===== src/rtl/branch_pkg.sv =====
// Shared definitions for the branch resolution path.
//   - condition-code encodings (COND_NE .. COND_UN)
//   - bit positions of Z/V/N inside the registered flag vector
//   - halt state machine encoding
package branch_pkg;

  localparam logic [2:0] COND_NE = 3'b000;
  localparam logic [2:0] COND_EQ = 3'b001;
  localparam logic [2:0] COND_GT = 3'b010;
  localparam logic [2:0] COND_LT = 3'b011;
  localparam logic [2:0] COND_GE = 3'b100;
  localparam logic [2:0] COND_LE = 3'b101;
  localparam logic [2:0] COND_OV = 3'b110;
  localparam logic [2:0] COND_UN = 3'b111;

  localparam int unsigned FLAG_Z = 0;
  localparam int unsigned FLAG_V = 1;
  localparam int unsigned FLAG_N = 2;

  typedef enum logic {
    ST_RUN    = 1'b0,
    ST_HALTED = 1'b1
  } state_t;

endpackage


===== src/rtl/cond_eval.sv =====
// Combinational branch-condition evaluator.
// Ports:
//   flags     in  3  registered flags {N, V, Z}
//   cond      in  3  condition code
//   cond_true out 1  condition holds for the given flags
module cond_eval
  import branch_pkg::*;
(
  input  logic [2:0] flags,
  input  logic [2:0] cond,
  output logic       cond_true
);

  logic z, v, n;

  assign z = flags[FLAG_Z];
  assign v = flags[FLAG_V];
  assign n = flags[FLAG_N];

  always_comb begin
    cond_true = 1'b0;
    unique case (cond)
      COND_NE: cond_true = !z;
      COND_EQ: cond_true = z;
      COND_GT: cond_true = !z && !n;
      COND_LT: cond_true = n;
      COND_GE: cond_true = z || (!z && !n);
      COND_LE: cond_true = n || z;
      COND_OV: cond_true = v;
      COND_UN: cond_true = 1'b1;
      default: cond_true = 1'b0;
    endcase
  end

endmodule


===== src/rtl/branch_control.sv =====
// Program counter, branch resolution, halt state machine and taken-branch
// counter for the single-cycle processor.
// Ports:
//   clk, rst_n   clock (rising edge), asynchronous active-low reset
//   flags        registered flags {N, V, Z}
//   br_en        current instruction is B (PC-relative)
//   br_reg       current instruction is BR (register target)
//   cond         branch condition code
//   imm          signed halfword offset for B
//   reg_target   target address for BR (bit0 ignored)
//   halt         current instruction is HLT
//   stall        freeze PC, state and counter this cycle
//   pc           current fetch address
//   pc_plus2     pc + 2 (combinational)
//   taken        current branch is taken (combinational)
//   halted       high while in the HALTED state
//   taken_cnt    saturating count of committed taken branches
module branch_control
  import branch_pkg::*;
#(
  parameter int unsigned      WIDTH    = 16,
  parameter int unsigned      IMM_W    = 9,
  parameter logic [WIDTH-1:0] RESET_PC = 16'h0000,
  parameter int unsigned      CNT_W    = 16
) (
  input  logic             clk,
  input  logic             rst_n,
  input  logic [2:0]       flags,
  input  logic             br_en,
  input  logic             br_reg,
  input  logic [2:0]       cond,
  input  logic [IMM_W-1:0] imm,
  input  logic [WIDTH-1:0] reg_target,
  input  logic             halt,
  input  logic             stall,
  output logic [WIDTH-1:0] pc,
  output logic [WIDTH-1:0] pc_plus2,
  output logic             taken,
  output logic             halted,
  output logic [CNT_W-1:0] taken_cnt
);

  state_t           state_q, state_d;
  logic [WIDTH-1:0] pc_d;
  logic [CNT_W-1:0] cnt_d;
  logic             cond_true;
  logic [WIDTH-1:0] imm_ext;
  logic [WIDTH-1:0] b_target;
  logic [WIDTH-1:0] br_target;

  cond_eval u_cond_eval (
    .flags     (flags),
    .cond      (cond),
    .cond_true (cond_true)
  );

  assign pc_plus2  = pc + WIDTH'(2);
  assign taken     = (br_en || br_reg) && cond_true && (state_q == ST_RUN);
  assign imm_ext   = {{(WIDTH-IMM_W){imm[IMM_W-1]}}, imm};
  // Offset is in halfwords; shifting the sign-extended value keeps the sign.
  assign b_target  = pc_plus2 + {imm_ext[WIDTH-2:0], 1'b0};
  assign br_target = {reg_target[WIDTH-1:1], 1'b0};
  assign halted    = (state_q == ST_HALTED);

  always_comb begin
    state_d = state_q;
    pc_d    = pc;
    cnt_d   = taken_cnt;
    if (state_q == ST_HALTED) begin
      pc_d = pc;
    end else if (stall) begin
      pc_d = pc;
    end else if (halt) begin
      state_d = ST_HALTED;
    end else if (br_reg && taken) begin
      pc_d = br_target;
      if (taken_cnt != '1) cnt_d = taken_cnt + CNT_W'(1);
    end else if (br_en && taken) begin
      pc_d = b_target;
      if (taken_cnt != '1) cnt_d = taken_cnt + CNT_W'(1);
    end else begin
      pc_d = pc_plus2;
    end
  end

  always_ff @(posedge clk or negedge rst_n) begin
    if (!rst_n) begin
      state_q   <= ST_RUN;
      pc        <= RESET_PC;
      taken_cnt <= '0;
    end else begin
      state_q   <= state_d;
      pc        <= pc_d;
      taken_cnt <= cnt_d;
    end
  end

endmodule


===== config.mk =====
export PLATFORM = sky130hd
export DESIGN_NAME = branch_control
export DESIGN_NICKNAME = d
export VERILOG_FILES = /design/src/rtl/branch_pkg.sv /design/src/rtl/cond_eval.sv /design/src/rtl/branch_control.sv
export SDC_FILE = /design/constraint.sdc
export NUM_CORES = 1
export LEC_CHECK = 0
export BUFFER_PORTS_ARGS = -buffer_cell sky130_fd_sc_hd__buf_2
export CORE_ASPECT_RATIO = 1.4
export CORE_MARGIN = 2
export CORE_UTILIZATION = 35
export DETAILED_ROUTE_END_ITERATION = 8
export SLEW_MARGIN = 0
export SYNTH_ARGS = -nofsm -noshare
export SYNTH_HDL_FRONTEND = slang
export SYNTH_HIERARCHICAL = 1
export SYNTH_SLANG_ARGS = --single-unit

===== constraint.sdc =====
create_clock -name clk -period 6.1 [get_ports clk]
set_input_delay 0 -clock clk [delete_from_list [all_inputs] [get_ports clk]]
set_output_delay 0 -clock clk [all_outputs]
set_load 0.01 [all_outputs]

==> impl_metrics.json, run 1 <==
{
  "regToRegStartpoint": "pc[3]",
  "areaGrowthSynthToFinish_pct": 25.4,
  "p_comb_share_pct": 45.5,
  "cts_setup_buffers": 0,
  "clockBufferDepth": 2,
  "grt_pass1_wl_um": 11900,
  "first_global_vias": 2503,
  "drive_gt1_share_pct": 27.0,
  "synth-async-reset-ratio_pct": 100,
  "antenna_cells": 0,
  "hp-start": "reg_target[10]",
  "whs_path_depth": 3,
  "met2_length_um": 3850,
  "firstDrtPassIters": 4,
  "p_sw_uw": 321,
  "dr.max_layer_used": "met4",
  "hpwlAfterDp_um": 5630,
  "peakVddDrop_uv": 124,
  "worst_r2r_path_depth": 14,
  "cts_root_buf": "clkbuf_8",
  "status": "finished with violations",
  "required_ns": 6.27,
  "routedWlPerCell_um": 14.9,
  "path_clk_slew_ns": 0.07,
  "cts_inserted_buffers": 5,
  "globalRoute.totalOverflow": 0,
  "die-height_um": 106,
  "drc": 0,
  "vias": 2566,
  "rows": 37,
  "synth_seq_area_share_pct": 30.8,
  "slew-limit-headroom_pct": 48.9,
  "post_synth_main_area_contributors": "dfrtp_1 (31%), ha_1 (9.1%), xnor2_1 (8.8%), nand2_1 (5.5%), xor2_1 (4.4%)",
  "initial_core_util_pct": 35.8,
  "antenna_found_initial": 0,
  "syn_inst": 301,
  "endpoint_kind": "register",
  "cp_slowest_stage_delay_ns": 0.46,
  "drtIter0Drc": 104,
  "totalWireLength_um": 7260,
  "clk_latency_ns": 0.29,
  "cts.htree.levels": 2,
  "synth_edf_count": 0,
  "cts_resized": 0,
  "crit_path_start_kind": "register",
  "grt_usage_pct": 18.3,
  "timing.critical_path.mode_cell": "xnor2_1",
  "slew_viol_final": 0,
  "dr_wl_met3_um": 339,
  "core_um2": 7270,
  "portBuffers": 83,
  "p_leak_nw": 1.62,
  "synth_area_um2": 2600,
  "layout_min_cycle_time_ns": 3.23,
  "fin_nets": 448,
  "cp_top_family": "simple AND/OR/NAND/NOR gates",
  "yosys.area.top_type": "dfrtp_1",
  "hold_viol": 1,
  "ant_nets": 0,
  "hold_class": "primary input to register",
  "synth-seq-cells": 32,
  "setup_tns_ns": 0,
  "die_area_um2": 8150,
  "drv_cap": 0,
  "cts_tree": "yes",
  "yosysWarnings": 6,
  "slowest_stage": "dfrtp_1",
  "pwr-share-clk_pct": 21.3,
  "p_seq_share_pct": 33.1,
  "arrival_ns": 3.40,
  "violations": "hold timing",
  "synth_most_common_cell": "nand2_1",
  "die_x_um": 76.9,
  "fmax_mhz": 309,
  "drt-met1-wl_um": 2960,
  "synth_cell_types": 52,
  "fin_worst_skew_ns": 0.0103,
  "crit_fanout": 7,
  "sw_frac_of_total_pct": 39.6,
  "globalplace.congestion": 0.860,
  "power_density_nw_per_um2": 249,
  "setup_viol": 0,
  "num_io_pins": 87,
  "worstSetupPathDepth": 14,
  "synthTopCellsByCount": "nand2_1 (38), dfrtp_1 (32), xnor2_1 (26), a21oi_1 (22), o21ai_0 (21)",
  "rsz0062_at_grt": "no",
  "tightest_slew_ns": 0.766,
  "holdWs_ns": -0.0107,
  "crit_path_start": "pc[3]",
  "worst-path-buf-inv": 0,
  "synth_top_flop_cell": "dfrtp_1",
  "crit_path_cell_trace": "and4_1, nand2_1, nor2_2, nand3_1, xnor2_1, ha_1, a21oi_1, nor3_1, a2111oi_0, o21ai_1, xnor2_1, nor2_1, xnor2_1, o21ai_0",
  "cts_sinks": 32,
  "p_int_uw": 491,
  "avgSynthCellArea_um2": 8.64,
  "worstSetupPathType": "register to register",
  "viasPerCell": 5.25,
  "grt_max_degree": 33,
  "synth_top_area_share_pct": 30.8,
  "post-route-period-util_pct": 53.0
}
[power groups by stage]
stage                     combinational (mW)  sequential, mW  clock [mW]
after detailed placement               0.368           0.273           0
after floorplan                        0.242           0.279           0
after global placement                 0.364           0.272           0
after CTS                              0.372           0.269       0.178
after global routing                   0.417           0.275       0.186
final                                  0.370           0.269       0.173
[final cells by class]
cell class                 count  area (um^2)
clock buffer                   8         90.1
fill                         761         4010
inverter                       7         26.3
multi-input combinational    255         1740
sequential                    32          801
tap                           97          121
timing repair buffer          90          483
[state kept, by name, indices dropped and copies added, names as in the netlist]
| signal | count |
|---|---|
| taken_cnt | 16 |
| pc | 15 |
| halted | 1 |
[path summary, 6_finish.rpt]
check | end | slack [ns]
worst max register to register | pc[15] | 2.87
worst min register to register | taken_cnt[9] | 0.49
worst max-delay path | pc[15] | 2.87
min in group asynchronous | pc[14] | 0.32
worst min-delay path | pc[10] | -0.01
max in group asynchronous | taken_cnt[12] | 5.28
[routing by layer]
layer	vias to the layer above	GRT usage, %
met3	9	3.99
met4	0	5.06
met2	69	33.5
met5	-	0
met1	1225	21.1
li1	1263	-
[stage by stage]
| step | area [um^2] | util (%) | total power [mW] | cells | worst slack, ns |
|---|---|---|---|---|---|
| after floorplan | 2610 | - | 0.521 | 302 | 3.10 |
| after global routing | 3260 | 44.9 | 0.878 | 489 | 2.61 |
| after CTS | 3260 | 44.9 | 0.819 | 489 | 2.87 |
| after detailed placement | 3110 | 42.8 | 0.641 | 475 | 2.86 |
| final | 3260 | 44.9 | 0.812 | 489 | 2.87 |
| after global placement | 3110 | 42.8 | 0.635 | 475 | 2.88 |
[cells by family after synthesis]
logic type	Yosys count	share of synthesized area (%)
AO/OA/AOI/OAI	77	18.7
buffers and inverters	15	2.45
XOR/XNOR	39	13.1
flip-flops	32	30.8
multiplexers	5	1.97
AND/OR/NAND/NOR	112	22.9
other	1	0.144
adder cells (fa/ha/maj)	20	9.91
[cells in the final DEF (no fill, tap or decap), drive strengths merged, types with 4 or more instances in the layout]
cell and count:
nand4 6, dlygate4sd3 6, xnor2 26, and3 8, o22ai 4, o21ai 23, mux2i 4, clkbuf 8
xor2 13, nand2 39, o211ai 4, a21oi 23, nor3 4, nand3 15, dfrtp 32, inv 7
buf 84, a211oi 5, a22oi 4, and4 6, ha 19, nor2 19
[worst min-delay path: cells and delay by family]
kind	cells	cell delay [ns]
compound gates	2	0.15
buf+inv	1	0.09
[timing repair]
| item | 4_1_cts | 5_1_grt |
|---|---|---|
| hold buffers | 6 | 0 |
| setup endpoints to repair | 0 | 0 |
| hold endpoints to repair | 37 | 0 |
Power figures use the tool's default switching activity.
==> run 2: changes to the inputs <==
==> constraint.sdc (replaced) <==
create_clock -name clk -period 3.1 [get_ports clk]
set_input_delay 0 -clock clk [delete_from_list [all_inputs] [get_ports clk]]
set_output_delay 0 -clock clk [all_outputs]
set_load 0.01 [all_outputs]
==> run 2 against run 1 <==
- the run still ends with hold timing left
- global-route usage is 1.0 points higher
- clock-buffer cell count down 3
- first-iteration DRC count is 17% higher
- clock skew shrank 0.0011 ns
- highest routed layer unchanged
==> impl_metrics.json, run 2 (same netlist as run 1, synthesis figures left out) <==
{
  "final_common_cell": "buf_2",
  "violations": "hold timing",
  "whs_path_depth": 3,
  "first_global_vias": 2726,
  "totalWireLength_um": 7740,
  "cp_slowest_stage_delay_ns": 0.40,
  "fin_ws_ns": 0.194,
  "endpoint_kind": "register",
  "drive_gt1_share_pct": 34.1,
  "antenna_found_initial": 0,
  "hold_class": "primary input to register",
  "utilization_pct": 48.6,
  "slowest_stage": "dfrtp_1",
  "rrSetupSlack_ns": 0.19,
  "initial_core_util_pct": 35.8,
  "crit_path_cell_trace": "and4_4, nand2_1, nor2_4, nand2_1, xnor2_1, ha_1, a21oi_1, nor2_1, a2111oi_2, o21ai_1, xnor2_1, nor2_1, xnor2_1, o21ai_0",
  "clockBufferDepth": 2,
  "drc": 0,
  "p_leak_nw": 1.75,
  "num_io_pins": 87,
  "regToRegEndpoint": "pc[15]",
  "rows": 37,
  "globalplace.congestion": 0.846,
  "status": "finished with violations",
  "crit_path_start_kind": "register",
  "grt_max_degree": 33,
  "regToRegStartpoint": "pc[6]",
  "cts_root_buf": "clkbuf_8",
  "tightest_slew_ns": 0.775,
  "clk_latency_ns": 0.29,
  "rsz0062_at_grt": "yes",
  "grt_pass1_wl_um": 12700,
  "cts_sinks": 32,
  "fin_worst_skew_ns": 0.00923,
  "die_x_um": 76.9,
  "cts.htree.levels": 2,
  "die-height_um": 106,
  "firstDrtPassIters": 4,
  "viasPerCell": 5.22,
  "die_area_um2": 8150,
  "largest_register": "taken_cnt",
  "instances_no_fill": 511,
  "layout_min_cycle_time_ns": 2.91,
  "post-place-ws_ns": 0.0429,
  "power_density_nw_per_um2": 496,
  "worstSetupPathType": "register to register",
  "hpwlAfterDp_um": 5950,
  "core_um2": 7270,
  "post-route-period-util_pct": 93.7,
  "largest_reg_flops": 16,
  "crit_fanout": 4,
  "arrival_ns": 3.06,
  "globalRoute.totalOverflow": 0,
  "portBuffers": 83,
  "drv_cap": 0,
  "worst_r2r_path_depth": 14,
  "ant_nets": 0,
  "power_mw": 1.75,
  "hold_viol": 1,
  "grt_usage_pct": 19.3,
  "vias": 2666,
  "timing.critical_path.mode_cell": "xnor2_1",
  "fin_nets": 470,
  "slew-limit-headroom_pct": 48.3,
  "peakVddDrop_uv": 244,
  "holdPathEnd": "pc[10]",
  "cts_inserted_buffers": 5,
  "routedWlPerCell_um": 15.1,
  "fillCellCount": 721,
  "placed_cells": 492,
  "slew_viol_final": 0,
  "cts_tree": "yes",
  "holdWs_ns": -0.00500,
  "drtIter0Drc": 122,
  "setup_viol": 0,
  "areaGrowthSynthToFinish_pct": 35.7,
  "fmax_mhz": 344,
  "required_ns": 3.26,
  "hp-start": "reg_target[10]",
  "path_clk_slew_ns": 0.08,
  "mostFrequentLayoutCells": "buf_2 (83), nand2_1 (37), dfrtp_1 (32), xnor2_1 (23)",
  "antenna_cells": 0
}
==> run 2: cell count changes in the layout (fill, tap and decap cells not counted), sizes merged <==
cell and delta:
buf +20, dlygate4sd3 +2, clkinv +1, bufinv +1
clkbuf -3, clkinvlp +1
==> run 2: critical path, delay by kind of cell (launching register included) <==
family	cells	cell delay, ns
xor+xnor	3	0.55
fa+ha+maj	1	0.35
compound gates	4	0.70
flops	1	0.40
simple gates	6	0.77
==> run 2: where the power goes <==
group,switching (mW),internal [mW]
clock,0.174,0.238
sequential,0.0544,0.463
combinational,0.445,0.376
==> run 2: worst max-delay path by stage <==
stage          startpoint      to  slack [ns]  cells past startpoint
3_5_place_dp        pc[6]  pc[15]        0.04                     14
4_1_cts             pc[6]  pc[15]        0.01                     14
5_1_grt             pc[6]  pc[15]       -0.03                     14
3_3_place_gp        pc[6]  pc[15]        0.12                     14
2_1_floorplan       pc[3]  pc[15]         0.1                     14
6_report            pc[6]  pc[15]        0.19                     14
==> run 2: per-stage QoR <==
step	instance area (um^2)	TNS, ns
global route	3530	-0.0368
finish	3530	0
CTS	3430	0
floorplan	2610	0
detailed placement	3240	0
global placement	3240	0
==> run 2: what timing repair did <==
| action | 4_1_cts | 5_1_grt |
|---|---|---|
| hold buffers | 8 | 0 |
| gates resized for setup | 0 | 16 |
| endpoints found under the hold margin | 38 | 0 |
| buffers inserted | 0 | 3 |
| setup endpoints to repair | 0 | 2 |
==> run 2: final cells by class <==
cell class,count,area [um^2],share of cell area [%]
Clock inverter,3,42.5,1.21
Multi-Input combinational cell,255,1820,51.5
Timing Repair Buffer,112,653,18.5
Tap cell,97,121,3.44
Sequential cell,32,801,22.7
Clock buffer,5,68.8,1.95
Inverter,7,26.3,0.744
==> run 2: metal layers <==
layer  vias to the layer above  GRT usage [%]  part of all wire [%]
met3                         6           4.16                   5.9
met1                      1274           21.2                    39
met5                         -              0                     0
li1                       1311              -                     -
met4                         0           4.68                  0.79
met2                        75           37.2                    55
==> run 3: changes to the inputs <==
==> constraint.sdc (replaced) <==
create_clock -name clk -period 2.39 [get_ports clk]
set_input_delay 0 -clock clk [delete_from_list [all_inputs] [get_ports clk]]
set_output_delay 0 -clock clk [all_outputs]
set_load 0.01 [all_outputs]
==> run 3 against run 2 <==
- the flow finishes with violations (hold timing, setup timing)
- non-clock buffer count increased by 63
- global-route usage increased by 2.5 points
- combinational power increased by 110%
- critical path depth decreased by 1
==> impl_metrics.json, run 3 (same netlist as run 1, synthesis figures left out) <==
{
  "status": "finished with violations",
  "violations": "hold timing, setup timing",
  "cts.htree.levels": 2,
  "dr.max_layer_used": "met4",
  "final_area_um2": 4300,
  "cts_root_buf": "clkbuf_8",
  "portBuffers": 83,
  "drive_gt1_share_pct": 50.1,
  "endpoint_kind": "register",
  "core_um2": 7270,
  "cts_inserted_buffers": 5,
  "cts_tree": "yes",
  "hold_class": "primary input to register",
  "hp-start": "reg_target[10]",
  "largest_register": "taken_cnt",
  "drtIter0Drc": 156,
  "totalWireLength_um": 9160,
  "path_clk_slew_ns": 0.08,
  "holdWs_ns": -0.00362,
  "num_io_pins": 87,
  "placed_cells": 542,
  "fin_worst_skew_ns": 0.00720,
  "largest_reg_flops": 16,
  "seqCellArea_um2": 803,
  "tightest_slew_ns": 0.727,
  "setup_viol": 6,
  "first_global_vias": 2994,
  "post-route-period-util_pct": 115,
  "slew-limit-headroom_pct": 51.6,
  "routedWlPerCell_um": 16.0,
  "dr_wl_met3_um": 434,
  "instances_no_fill": 574,
  "clk_latency_ns": 0.29,
  "die_x_um": 76.9,
  "firstDrtPassIters": 4,
  "crit_path_start_kind": "register",
  "die-height_um": 106,
  "rsz0062_at_grt": "yes",
  "viasPerCell": 5.23,
  "rows": 37,
  "multi_input_area_um2": 2090,
  "globalplace.congestion": 0.880,
  "peakVddDrop_uv": 502,
  "hold_viol": 1,
  "vias": 3003,
  "antenna_found_initial": 0,
  "grt_usage_pct": 21.8,
  "fin_nets": 533,
  "slew_viol_final": 0,
  "crit_path_start": "pc[1]",
  "fillCellCount": 638,
  "regToRegStartpoint": "pc[1]",
  "globalRoute.totalOverflow": 0,
  "power_mw": 2.97,
  "worstSetupPathType": "register to register",
  "hpwlAfterDp_um": 6670,
  "die_area_um2": 8150,
  "cts_sinks": 32,
  "place_area_um2": 3680,
  "post-place-ws_ns": -0.577,
  "drv_cap": 0,
  "final_common_cell": "buf_2",
  "fin_ws_ns": -0.355,
  "antenna_cells": 0,
  "areaGrowthSynthToFinish_pct": 65.2,
  "clockBufferDepth": 2,
  "layout_min_cycle_time_ns": 2.75,
  "met2_length_um": 4950,
  "ant_nets": 0,
  "drt-met1-wl_um": 3530,
  "initial_core_util_pct": 35.8,
  "power_density_nw_per_um2": 690,
  "mostFrequentLayoutCells": "buf_2 (83), buf_4 (82), nand2_1 (33), dfrtp_1 (30), xnor2_1 (19)",
  "crit_fanout": 4,
  "grt_max_degree": 33,
  "grt_pass1_wl_um": 14000,
  "required_ns": 2.57,
  "arrival_ns": 2.92,
  "drc": 0,
  "p_leak_nw": 2.14,
  "fmax_mhz": 364
}
==> run 3: cell count changes in the layout (fill, tap and decap cells not counted), moves of 3 or more <==
| cell | before | now |
|---|---|---|
| buf_4 | 21 | 82 |
| a21oi_1 | 21 | 14 |
| a21oi_2 | 1 | 6 |
| o21ai_0 | 21 | 16 |
| ha_1 | 16 | 12 |
| ha_4 | 1 | 5 |
| nand2_1 | 37 | 33 |
| o21ai_1 | 2 | 6 |
| xnor2_1 | 23 | 19 |
| buf_6 | 0 | 3 |
| nand2_4 | 0 | 3 |
| nor2_1 | 18 | 15 |
| xnor2_2 | 3 | 6 |
==> run 3: worst max-delay path, cell delays in order (launching register included) <==
cell,delay [ns]
dfrtp_1,0.42
ha_4,0.20
and3_4,0.22
nand4_1,0.17
xnor2_2,0.28
ha_1,0.30
nand2_1,0.13
nor3_2,0.08
a2111oi_4,0.20
o21ai_1,0.14
xnor2_1,0.14
nor2_1,0.13
xnor2_1,0.13
o21ai_1,0.08
==> run 3: power by group <==
part           switching, mW  total, mW  internal (mW)
clock                  0.226      0.595          0.368
combinational          0.818       1.71          0.893
sequential            0.0581      0.660          0.602
==> run 3: path summary, 6_finish.rpt <==
check	end	slack, ns	cells past startpoint
max	pc[15]	-0.36	13
min	pc[10]	-0.004	3
max reg2reg	pc[15]	-0.36	13
min reg2reg	taken_cnt[15]	0.49	1
max in group asynchronous	pc[4]	1.57	2
min in group asynchronous	pc[15]	0.30	2
==> run 3: metal layers <==
layer / track usage [%] / up-vias
met5: 0 / -
met4: 8.83 / 0
met3: 4.16 / 17
met2: 41.2 / 101
met1: 23.6 / 1451
li1: - / 1434
==> run 3: final cells by class <==
class	count	area share [%]
repair buffers	175	26.4
multi-input cells	255	48.5
flip-flops and latches	32	18.7
clock inverters	1	0.699
well taps	97	2.82
clock buffers	7	2.24
inverters	7	0.611
==> run 3: timing repair <==
action | CTS | global route
pin swaps | 27 | 23
hold endpoints to repair | 37 | 0
hold buffers | 7 | 0
gates cloned | 0 | 0
endpoints found under the setup margin | 9 | 11
setup buffers | 8 | 9
resized for setup | 37 | 22
==> run 3: through the flow <==
stage	hold slack (ns)	util, %	TNS, ns
finish	-0.00362	59.1	-1.05
detailed placement	0.109	50.6	-2.10
CTS	0.00188	56.4	-0.824
global route	0.0178	59.1	-2.11
global placement	0.106	50.6	-1.57
floorplan	-0.296	-	-1.43
